$ cat src/rtl/router_out_arbiter.sv
// router_out_arbiter: round-robin arbiter for one router output with a 1-entry back-pressured output register.
//  clk, rst (async, active-low) | req_data/req_ctrl/req_valid in, req_ready one-hot grant out
//  out_data/out_valid/out_ready: registered output handshake | grant_id: source of out_data | fwd_count: accepted packets
module router_out_arbiter #(
  parameter int WIDTH = 34,
  parameter int NUM_IN = 5,
  parameter logic [1:0] PORT_CODE = 2'b00,
  parameter int CNT_W = 16
) (
  input  logic                    clk,
  input  logic                    rst,
  input  logic [NUM_IN*WIDTH-1:0] req_data,
  input  logic [NUM_IN*2-1:0]     req_ctrl,
  input  logic [NUM_IN-1:0]       req_valid,
  output logic [NUM_IN-1:0]       req_ready,
  output logic [WIDTH-1:0]        out_data,
  output logic                    out_valid,
  input  logic                    out_ready,
  output logic [2:0]              grant_id,
  output logic [CNT_W-1:0]        fwd_count
);
  typedef enum logic {IDLE, HOLD} state_t;
  state_t state, state_nx;
  logic [NUM_IN-1:0] elig;
  logic [2:0] ptr, win, idx;
  logic [3:0] sum;
  logic load_ok, grant;
  for (genvar g = 0; g < NUM_IN; g++) begin : g_elig
    assign elig[g] = req_valid[g] & (req_ctrl[g*2 +: 2] == PORT_CODE);
  end
  // Scan from the farthest candidate back to ptr so the nearest eligible input at/after ptr wins.
  always_comb begin
    win = ptr;
    sum = '0;
    idx = '0;
    for (int k = NUM_IN - 1; k >= 0; k--) begin
      sum = {1'b0, ptr} + 4'(k);
      idx = sum >= 4'(NUM_IN) ? 3'(sum - 4'(NUM_IN)) : sum[2:0];
      if (elig[idx]) win = idx;
    end
  end
  always_ff @(posedge clk or negedge rst) begin
    if (!rst) state <= IDLE;
    else state <= state_nx;
  end
  always_comb state_nx = grant | (out_valid & !out_ready) ? HOLD : IDLE;
  // rst gates the grant so nothing is consumed while reset is asserted.
  always_comb begin
    out_valid = state == HOLD;
    load_ok = (state == IDLE) | (out_ready & out_valid);
    grant = rst & load_ok & |elig;
    req_ready = grant ? {{(NUM_IN-1){1'b0}}, 1'b1} << win : '0;
  end
  always_ff @(posedge clk or negedge rst) begin
    if (!rst) begin
      out_data <= '0;
      grant_id <= '0;
      ptr <= '0;
      fwd_count <= '0;
    end else begin
      if (out_valid & out_ready) fwd_count <= fwd_count + CNT_W'(1);
      if (grant) begin
        out_data <= req_data[win*WIDTH +: WIDTH];
        grant_id <= win;
        ptr <= win == 3'(NUM_IN - 1) ? 3'd0 : win + 3'd1;
      end
    end
  end
endmodule
$ cat config.mk
export PLATFORM = sky130hd
export DESIGN_NAME = router_out_arbiter
export DESIGN_NICKNAME = d
export VERILOG_FILES = /design/src/rtl/router_out_arbiter.sv
export SDC_FILE = /design/constraint.sdc
export NUM_CORES = 1
export LEC_CHECK = 0
export ABC_AREA = 1
export CAP_MARGIN = 40
export CELL_PAD_IN_SITES_DETAIL_PLACEMENT = 1
export CELL_PAD_IN_SITES_GLOBAL_PLACEMENT = 1
export CORE_MARGIN = 3
export CORE_UTILIZATION = 28
export CTS_CLUSTER_DIAMETER = 150
export DETAILED_ROUTE_END_ITERATION = 8
export PLACE_DENSITY = 0.89
export SLEW_MARGIN = 20
export SYNTH_ARGS = -nofsm -noshare
export SYNTH_HDL_FRONTEND = slang
export SYNTH_SLANG_ARGS = --single-unit
$ cat constraint.sdc
create_clock -name clk -period 5.7 [get_ports clk]
set_input_delay 1.71 -clock clk [delete_from_list [all_inputs] [get_ports clk]]
set_output_delay 1.71 -clock clk [all_outputs]
set_load 0.005 [all_outputs]
==> results.md <==
* Status: finished, final reports clean
* Critical path's top delay family: simple AND/OR/NAND/NOR gates
* Clock Skew at 6.05 ps
* CP dominant cell by count: nand2_1
* Post-layout nets at 1,303
* Via count at 6,576
* CP required at 3990 ps
* Clock Sinks at 57
* R2r setup slk at 1540 ps
* Vias in the first global route at 6,611
* Maxcap violations at 0
* Max Root-Sink Buffers at 2
* Most frequent cells in the layout: 363 x nand2_1, 240 x clkdlybuf4s50_1, 103 x nand3_1
* Final worst-path cycle share at 97.4%
* Max incr delay on CP at 400 ps
* Fin. Hold Viols at 0
* Ys async rst share at 100%
* Worst Path Buf+Inv at 5
* Count of cell types in the netlist at 41
* Largest net degree at the start of global routing at 70
* Slew headroom at 49.3%
* CTS buffer count at 9
* Commonest non-fill, non-tap cell in the layout: nand2_1
* CTS clk-pin slew, worst paths at 60 ps
* Antenna-violating nets left at 0
* Core area at 0.0183 mm^2
* Row cnt at 49
* Clk root buf: clkbuf_16
* Final Max Slew Viols at 0
* Worst-skew pair later-pin latency at 330 ps
* N_diodes at 0
* Initial Utilization at 29.0%
* Initial antenna violation count at 0
* Final setup fails at 0
* Sequential cell area fraction in the yosys report at 26.9%
* Setup crit end kind: output port
* CP Class: input pin to output port
* Worst Tran Pin Value at 761 ps
* Area added between synthesis and finish at 57.2%
* Final WL at 22.9 mm
* Dpl cells at 1,320
* DIE WIDTH at 144 um
* WHS at 477 ps
* CTS tree: yes
* Final HPWL DP at 17.7 mm
* Avg WL per Cell at 17.1 um
* Crit start category: input pin
* CP cell instances: clkdlybuf4s50_1 > nor2_1 > nand2_2 > buf_4 > nand2_1 > o21ai_1 > nand2_1 > nand3_1 > nand2_1 > inv_2 > nor2_1 > nor2_1 > nand2_1 > nand2_1 > nand2_4 > clkinv_4 > nor3_1 > clkbuf_2
* Top cell type's share of synthesized area at 26.9%
* DR DRC count at 0
* Area contributors post-synth: dfrtp_1 27%, nand2_1 26%, nand3_1 9.7%
* Ys flop type: dfrtp_1
* Port Buffer Count at 246
* Top cell type by total area after synthesis: dfrtp_1
* GRT overflow at 0
* Achievable Freq at 0.180 GHz
* YS warnings at 0
* Worst Hold Class: flop to flop
* Global Route Usage Sum at 21.3%
* Synth Net Count at 1,056
* DIE AREA at 0.0206 mm^2
* Cells after Synth at 857
* First-pass GRT wire length at 34.7 mm
* Ports at 247
* Layout fillers at 2,368
* Post-route minimum period at 5550 ps
* Average vias per placed instance at 4.91
* Synthesis-stage register bit count at 57
* Initial DRC count at 233
* GP Congestion at 0.883
* Non-filler instance count after layout at 1,338
* Slowest CP cell: clkdlybuf4s50_1
* Arr. time, crit path at 3840 ps
* Share of cells above drive strength 1 at 10.6%
* Post-synth EDFFs at 0
* Post-Syn Area per Cell at 6.18 um^2
* H-Tree Depth at 3
* Crit path max fanout at 6
* RSZ-0062 raised after global routing: false
* Post-Syn Area at 0.00530 mm^2
* Die Y at 144 um
* Drt pass-1 iters at 4
[layer usage]
| metal | GRT usage, % | wire, um | share of wire, % | up-vias |
|---|---|---|---|---|
| li1 | - | - | - | 3225 |
| met1 | 25.3 | 9480 | 41 | 3110 |
| met2 | 38.6 | 11300 | 50 | 217 |
| met3 | 4.89 | 1720 | 7.5 | 24 |
| met4 | 5.60 | 366 | 1.6 | 0 |
| met5 | 0 | 0 | 0 | - |
[cells by family (layout without fill, tap and decap cells)]
family | after synthesis | after routing | share of synthesized area [%]
simple gates | 595 | 595 | 48.9
buf+inv | 122 | 374 | 11.6
flops | 57 | 57 | 26.9
compound gates | 55 | 55 | 6.95
xor+xnor | 16 | 16 | 2.65
fa+ha+maj | 11 | 11 | 2.74
mux | 1 | 1 | 0.213
[worst register-to-register path, delay by kind of cell, from the launching register on]
kind                       cells  cell delay, ps
AOI/OAI and AO/OA              3             480
buffers and inverters          5            1070
DFF                            1             490
adders and majority gates      2             560
and+or+nand+nor               15            1460
[synthesized netlist by cell type, types with 9 or more instances]
| master | instances |
|---|---|
| a21oi_1 | 16 |
| nand4_1 | 40 |
| o21ai_1 | 9 |
| nor2_1 | 47 |
| buf_2 | 15 |
| a21oi_2 | 11 |
| nand2_2 | 19 |
| dfrtp_1 | 57 |
| buf_4 | 14 |
| nand3_1 | 103 |
| ha_1 | 10 |
| nand2_1 | 368 |
| inv_1 | 66 |
[metrics by stage]
step	setup slack, ps	utilization, %	setup TNS [ps]	instance area (um^2)
6_report	150	45.6	0	8330
5_1_grt	8.31	45.6	0	8330
2_1_floorplan	793	-	0	5300
3_3_place_gp	-255	43.6	-1030	7970
3_5_place_dp	-296	43.6	-1270	7970
4_1_cts	16.0	45.5	0	8310
[flip-flops by register name (all words and copies together) (netlist names)]
| register | count |
|---|---|
| fwd_count | 16 |
| grant_id | 3 |
| out_data | 34 |
| out_valid | 1 |
| ptr | 3 |
[area by class of cell]
| cell class | instances | area [um^2] | share of cell area [%] |
|---|---|---|---|
| clock inverters | 7 | 103 | 1.23 |
| clock buffers | 9 | 225 | 2.70 |
| well taps | 229 | 287 | 3.44 |
| flip-flops and latches | 57 | 1430 | 17.1 |
| multi-input cells | 678 | 3280 | 39.4 |
| repair buffers | 282 | 2720 | 32.6 |
| inverters | 76 | 290 | 3.49 |
[path summary, 6_finish.rpt]
kind / endpoint / depth (start not counted) / from
worst min register to register: fwd_count[15]$_DFFE_PN0P_ / 1 / fwd_count[15]$_DFFE_PN0P_
worst min-delay path: fwd_count[15]$_DFFE_PN0P_ / 1 / fwd_count[15]$_DFFE_PN0P_
max in group asynchronous: out_data[11]$_DFFE_PN0P_ / 3 / rst
min in group asynchronous: out_data[7]$_DFFE_PN0P_ / 2 / rst
worst max register to register: out_data[4]$_DFFE_PN0P_ / 25 / ptr[1]$_DFFE_PN0P_
worst max-delay path: req_ready[1] / 18 / req_ctrl[3]
[repair_timing]
item                                    in CTS  in global routing
resized for setup                           11                 13
setup buffers                                0                  1
endpoints found under the setup margin       5                  5
hold buffers                                 0                  0
pin swaps                                    0                  1
Power is not shown: default switching activity piles up to over one toggle a cycle in this logic, so the estimate is an artifact.
==> edit 1 (same settings) <==
The parameter `NUM_IN` goes from 5 to 10.
--- a/src/rtl/router_out_arbiter.sv
+++ b/src/rtl/router_out_arbiter.sv
@@ -3,7 +3,7 @@
 //  out_data/out_valid/out_ready: registered output handshake | grant_id: source of out_data | fwd_count: accepted packets
 module router_out_arbiter #(
   parameter int WIDTH = 34,
-  parameter int NUM_IN = 5,
+  parameter int NUM_IN = 10,
   parameter logic [1:0] PORT_CODE = 2'b00,
   parameter int CNT_W = 16
 ) (
Interface: changed (resized req_ctrl, req_data, req_ready and req_valid); port bits go from 247 to 437. The function was not compared with the original's and may differ.
==> edit 1 against the unedited design <==
The run now ends with setup timing left; final cell count grew 48%; design area grew 45%; first-iteration DRC count grew 45%; synthesized cell count grew 45%; register-to-register slack lost 0.69 ns; wire length grew 58%; synthesized area grew 32%; worst hold slack lost 0.0057 ns; worst setup slack lost 0.24 ns; sequential cell count is the same; sequential share of layout area shrank 5.3 points.
Power is left out: the tool's default activity adds up to more than one toggle a clock period on the data nets, which glitch-free logic cannot reach.
==> edit 1: results (changes against the unedited design) <==
| Metric | Value |
|---|---|
| Final nets | `2,034 (was 1,303)` |
| Synth async-reset ratio | `100% (unchanged)` |
| Max stage delay cell, worst path | `nor3b_4 (was clkdlybuf4s50_1)` |
| # placed instances | `1,924 (was 1,320)` |
| Worst slew margin | `61.3% (was 49.3%)` |
| Final wirelength | `36,100 um (was 22,900 um)` |
| Setup WS post-layout | `-0.0861 ns (was 0.150 ns)` |
| Avg Cell Area, Syn | `5.60 um2 (was 6.18 um2)` |
| Syn. warnings | `0 (unchanged)` |
| Number of global-route vias before repair | `10,171 (was 6,611)` |
| Seq/Total Area, Yosys | `20.4% (was 26.9%)` |
| Clk_skew | `0.0103 ns (was 0.00605 ns)` |
| Share of cells above drive strength 1 | `18.4% (was 10.6%)` |
| Status | `finished, violations left (was complete, no violations)` |
| CP arrival | `4.08 ns (was 3.84 ns)` |
| DR iter-0 viols | `337 (was 233)` |
| Filler cells | `3,205 (was 2,368)` |
| Largest net degree at the start of global routing | `73 (was 70)` |
| Crit-path max FO | `4 (was 6)` |
| Max incr delay on CP | `0.29 ns (was 0.40 ns)` |
| Failing checks | `setup timing` |
| Synth cell count leaders | `nand2_1 (714), nand3_1 (163), dfrtp_1 (57) (was nand2_1 (368), nand3_1 (103), inv_1 (66))` |
| Hpwl dp | `25,700 um (was 17,700 um)` |
| Via density | `4.91 (about the same)` |
| First-pass GRT wire length | `53,300 um (was 34,700 um)` |
| Via count of the routed design | `9,713 (was 6,576)` |
| Area contributors post-synth | `nand2_1 (38%), dfrtp_1 (20%), nand3_1 (12%) (was dfrtp_1 (27%), nand2_1 (26%), nand3_1 (9.7%))` |
| Final setup viols | `5 (was 0)` |
==> edit 1: cell count changes after synthesis, moves of 5 or more <==
cell,delta
buf_2,+33
o21ai_0,+8
nand2_1,+346
buf_12,+5
nand2_2,-12
nor2_1,-17
nand3_1,+60
a21oi_2,-11
nand4_1,-37
nand3_2,+41
inv_1,-18
xnor2_1,-5
==> edit 1: cell type report <==
class | instances | area (um2) | area share [%]
multi-input cells | 1054 | 5240 | 43.4
repair buffers | 469 | 4430 | 36.8
flip-flops and latches | 57 | 1430 | 11.8
well taps | 324 | 405 | 3.36
inverters | 58 | 233 | 1.93
clock buffers | 9 | 225 | 1.87
clock inverters | 7 | 93.8 | 0.778
diodes | 2 | 5.00 | 0.0415
==> edit 1: repair_timing <==
action | 4_1_cts | 5_1_grt
pin swaps | 72 | 54
hold endpoints to repair | 0 | 0
gates resized for setup | 174 | 64
setup buffers | 30 | 8
setup endpoints to repair | 8 | 8
==> edit 1: path summary, 6_finish.rpt <==
| kind | endpoint | slack (ns) | cells after the start | startpoint |
|---|---|---|---|---|
| max | req_ready[1] | -0.09 | 23 | req_ctrl[15] |
| min | fwd_count[15]$_DFFE_PN0P_ | 0.47 | 1 | fwd_count[15]$_DFFE_PN0P_ |
| max reg2reg | out_data[4]$_DFFE_PN0P_ | 0.85 | 26 | ptr[1]$_DFFE_PN0P_ |
| min reg2reg | fwd_count[15]$_DFFE_PN0P_ | 0.47 | 1 | fwd_count[15]$_DFFE_PN0P_ |
| max in group asynchronous | out_data[6]$_DFFE_PN0P_ | 3.79 | 3 | rst |
| min in group asynchronous | fwd_count[12]$_DFFE_PN0P_ | 1.38 | 2 | rst |
==> edit 1: cells by family after synthesis <==
kind of cell | Yosys count | synth area share, %
compound gates | 54 | 4.63
buf+inv | 135 | 10.8
mux | 1 | 0.161
fa+ha+maj | 12 | 2.15
xor+xnor | 15 | 1.88
simple gates | 970 | 59.9
other cells | 1 | 0.0538
flops | 57 | 20.4
==> edit 1: per-layer routing <==
metal	part of all wire [%]	vias up	global-route usage, %
met5	0	-	0
met4	3.8	0	9.96
met3	6.5	72	5.60
met2	51	321	45.6
met1	39	4604	28.5
li1	-	4716	-
==> edit 1: through the flow <==
stage	hold WS (ns)	setup TNS [ns]	utilization, %	area, um2	setup WS (ns)
6_report	0.471	-0.269	49.4	12100	-0.0861
5_1_grt	0.505	-1.57	49.4	12100	-0.292
4_1_cts	0.475	-0.0453	48.6	11900	-0.0453
3_5_place_dp	0.466	-7.86	45.5	11100	-0.901
3_3_place_gp	0.458	-9.64	45.2	11000	-0.772
2_1_floorplan	0.465	0	-	6980	0.396
==> edit 2 (same settings) <==
Made on the original files. Make the reset (`rst`) synchronous in 2 clocked blocks. Comments in the files are not updated.
--- a/src/rtl/router_out_arbiter.sv
+++ b/src/rtl/router_out_arbiter.sv
@@ -39,7 +39,7 @@
       if (elig[idx]) win = idx;
     end
   end
-  always_ff @(posedge clk or negedge rst) begin
+  always_ff @(posedge clk) begin
     if (!rst) state <= IDLE;
     else state <= state_nx;
   end
@@ -51,7 +51,7 @@
     grant = rst & load_ok & |elig;
     req_ready = grant ? {{(NUM_IN-1){1'b0}}, 1'b1} << win : '0;
   end
-  always_ff @(posedge clk or negedge rst) begin
+  always_ff @(posedge clk) begin
     if (!rst) begin
       out_data <= '0;
       grant_id <= '0;
Check against the original RTL: differs if rst is asserted again (counterexample within 4 cycles, from zero or initial values and one cycle with rst low); with rst held inactive, the same outputs for 4 cycles.
==> edit 2 against the unedited design <==
Design area decreased by 0.99%; synthesized area shrank 1.5%; non-clock buffer count down 5; wire length is 2.9% higher; critical path depth stayed put; sequential share of layout area fell by 3.3 points; worst setup slack improved by 0.060 ns; sequential cell count unchanged; highest routed layer is now met5.
Power is not shown: default switching activity piles up to over one toggle a cycle in this logic, so the estimate is an artifact.
==> edit 2: results (changes against the unedited design) <==
| Metric | Value |
|---|---|
| Via density | `4.98 (was 4.91)` |
| Hold Crit Depth | `2 (was 1)` |
| R2R Setup Slk | `1.50 ns (was 1.54 ns)` |
| DR iter-0 viols | `240 (was 233)` |
| Worst slew margin | `47.9% (was 49.3%)` |
| CP arrival | `3.78 ns (was 3.84 ns)` |
| Filler cells | `2,423 (was 2,368)` |
| RD Place Congestion | `0.985 (was 0.883)` |
| Worst Hold End | `grant_id[0]$_SDFFE_PN0P_ (was fwd_count[15]$_DFFE_PN0P_)` |
| Synthesized net count | `1,135 (was 1,056)` |
| Post-Place Worst Slack | `-0.159 ns (was -0.296 ns)` |
| Worst Hold Launch | `grant_id[0]$_SDFFE_PN0P_ (was fwd_count[15]$_DFFE_PN0P_)` |
| Final wirelength | `23,600 um (was 22,900 um)` |
| Final Cell Area | `0.00824 mm2 (was 0.00833 mm2)` |
| Initial antenna violation count | `2 (was 0)` |
| First-pass GRT wire length | `36,900 um (was 34,700 um)` |
| Final nets | `1,369 (was 1,303)` |
| Synth unique cells | `40 (was 41)` |
| Post-synth top flop | `dfxtp_1 (was dfrtp_1)` |
| Seq/Total Area, Yosys | `21.9% (was 26.9%)` |
| R2R depth | `21 (was 25)` |
| Status | `complete, no violations (unchanged)` |
| Share of cells above drive strength 1 | `7.57% (was 10.6%)` |
| Crit-path max FO | `4 (was 6)` |
| Number of global-route vias before repair | `7,122 (was 6,611)` |
| Synth async-reset ratio | `0% (was 100%)` |
| Synth cell count leaders | `nand2_1 (407), nand3_1 (114), inv_1 (76) (was nand2_1 (368), nand3_1 (103), inv_1 (66))` |
## edit 2: cell types whose count changed after synthesis, sizes merged, moves of 16 or more
| cell | unedited run | this run |
|---|---|---|
| nor2 | 50 | 34 |
| a21oi | 28 | 64 |
| dfrtp | 57 | 0 |
| nand2 | 388 | 417 |
| dfxtp | 0 | 57 |
## edit 2: how the worst max path moves through the flow
stage | cells past startpoint | slack (ns) | endpoint | start
3_5_place_dp | 15 | -0.16 | req_ready[4] | req_ctrl[7]
4_1_cts | 18 | 0.17 | req_ready[2] | req_ctrl[1]
3_3_place_gp | 18 | -0.06 | req_ready[2] | req_ctrl[5]
6_report | 18 | 0.21 | req_ready[2] | req_ctrl[1]
2_1_floorplan | 17 | 0.78 | req_ready[4] | req_ctrl[3]
5_1_grt | 19 | -0.04 | req_ready[2] | req_ctrl[7]
## edit 2: stage by stage
stage | hold WS, ns | setup TNS [ns]
after floorplan | 0.477 | 0
after global placement | 0.480 | -0.215
after detailed placement | 0.487 | -0.735
after CTS | 0.503 | 0
after global routing | 0.525 | -0.0445
final | 0.492 | 0
## edit 2: repair_timing
action,in CTS,in global routing
buffers inserted,0,2
endpoints found under the setup margin,5,5
gates resized for setup,10,7
pin swaps,0,1
## edit 2: area by class of cell
type                       instances  share of cell area [%]
tap                              229                    3.48
clock inverter                     7                   0.850
inverter                          85                    3.90
clock buffer                       9                    2.73
antenna                            1                  0.0304
sequential                        57                    13.8
timing repair buffer             277                    32.9
multi-input combinational        740                    42.3
## edit 2: cell families (layout without fill, tap and decap cells)
| logic type | Yosys count | count (layout) | synth area share (%) |
|---|---|---|---|
| adder cells (fa/ha/maj) | 11 | 11 | 2.78 |
| buffers and inverters | 139 | 378 | 12.1 |
| AND/OR/NAND/NOR | 629 | 629 | 52.0 |
| AO/OA/AOI/OAI | 96 | 96 | 10.5 |
| flip-flops | 57 | 57 | 21.9 |
| other | 0 | 1 | 0 |
| XOR/XNOR | 4 | 4 | 0.815 |
## edit 2: tightest hold or removal path, stage by stage, from the launching register on
cell	delay (ns)
dfxtp_1	0.33
nand3_1	0.07
o21ai_0	0.06
## edit 2: metal layers
layer / track usage [%] / vias to the layer above / share of wire (%)
met5: 0 / - / 0.047
met4: 6.85 / 2 / 2.4
met3: 4.64 / 42 / 6.0
met2: 39.3 / 215 / 48
met1: 27.6 / 3257 / 43
li1: - / 3476 / -
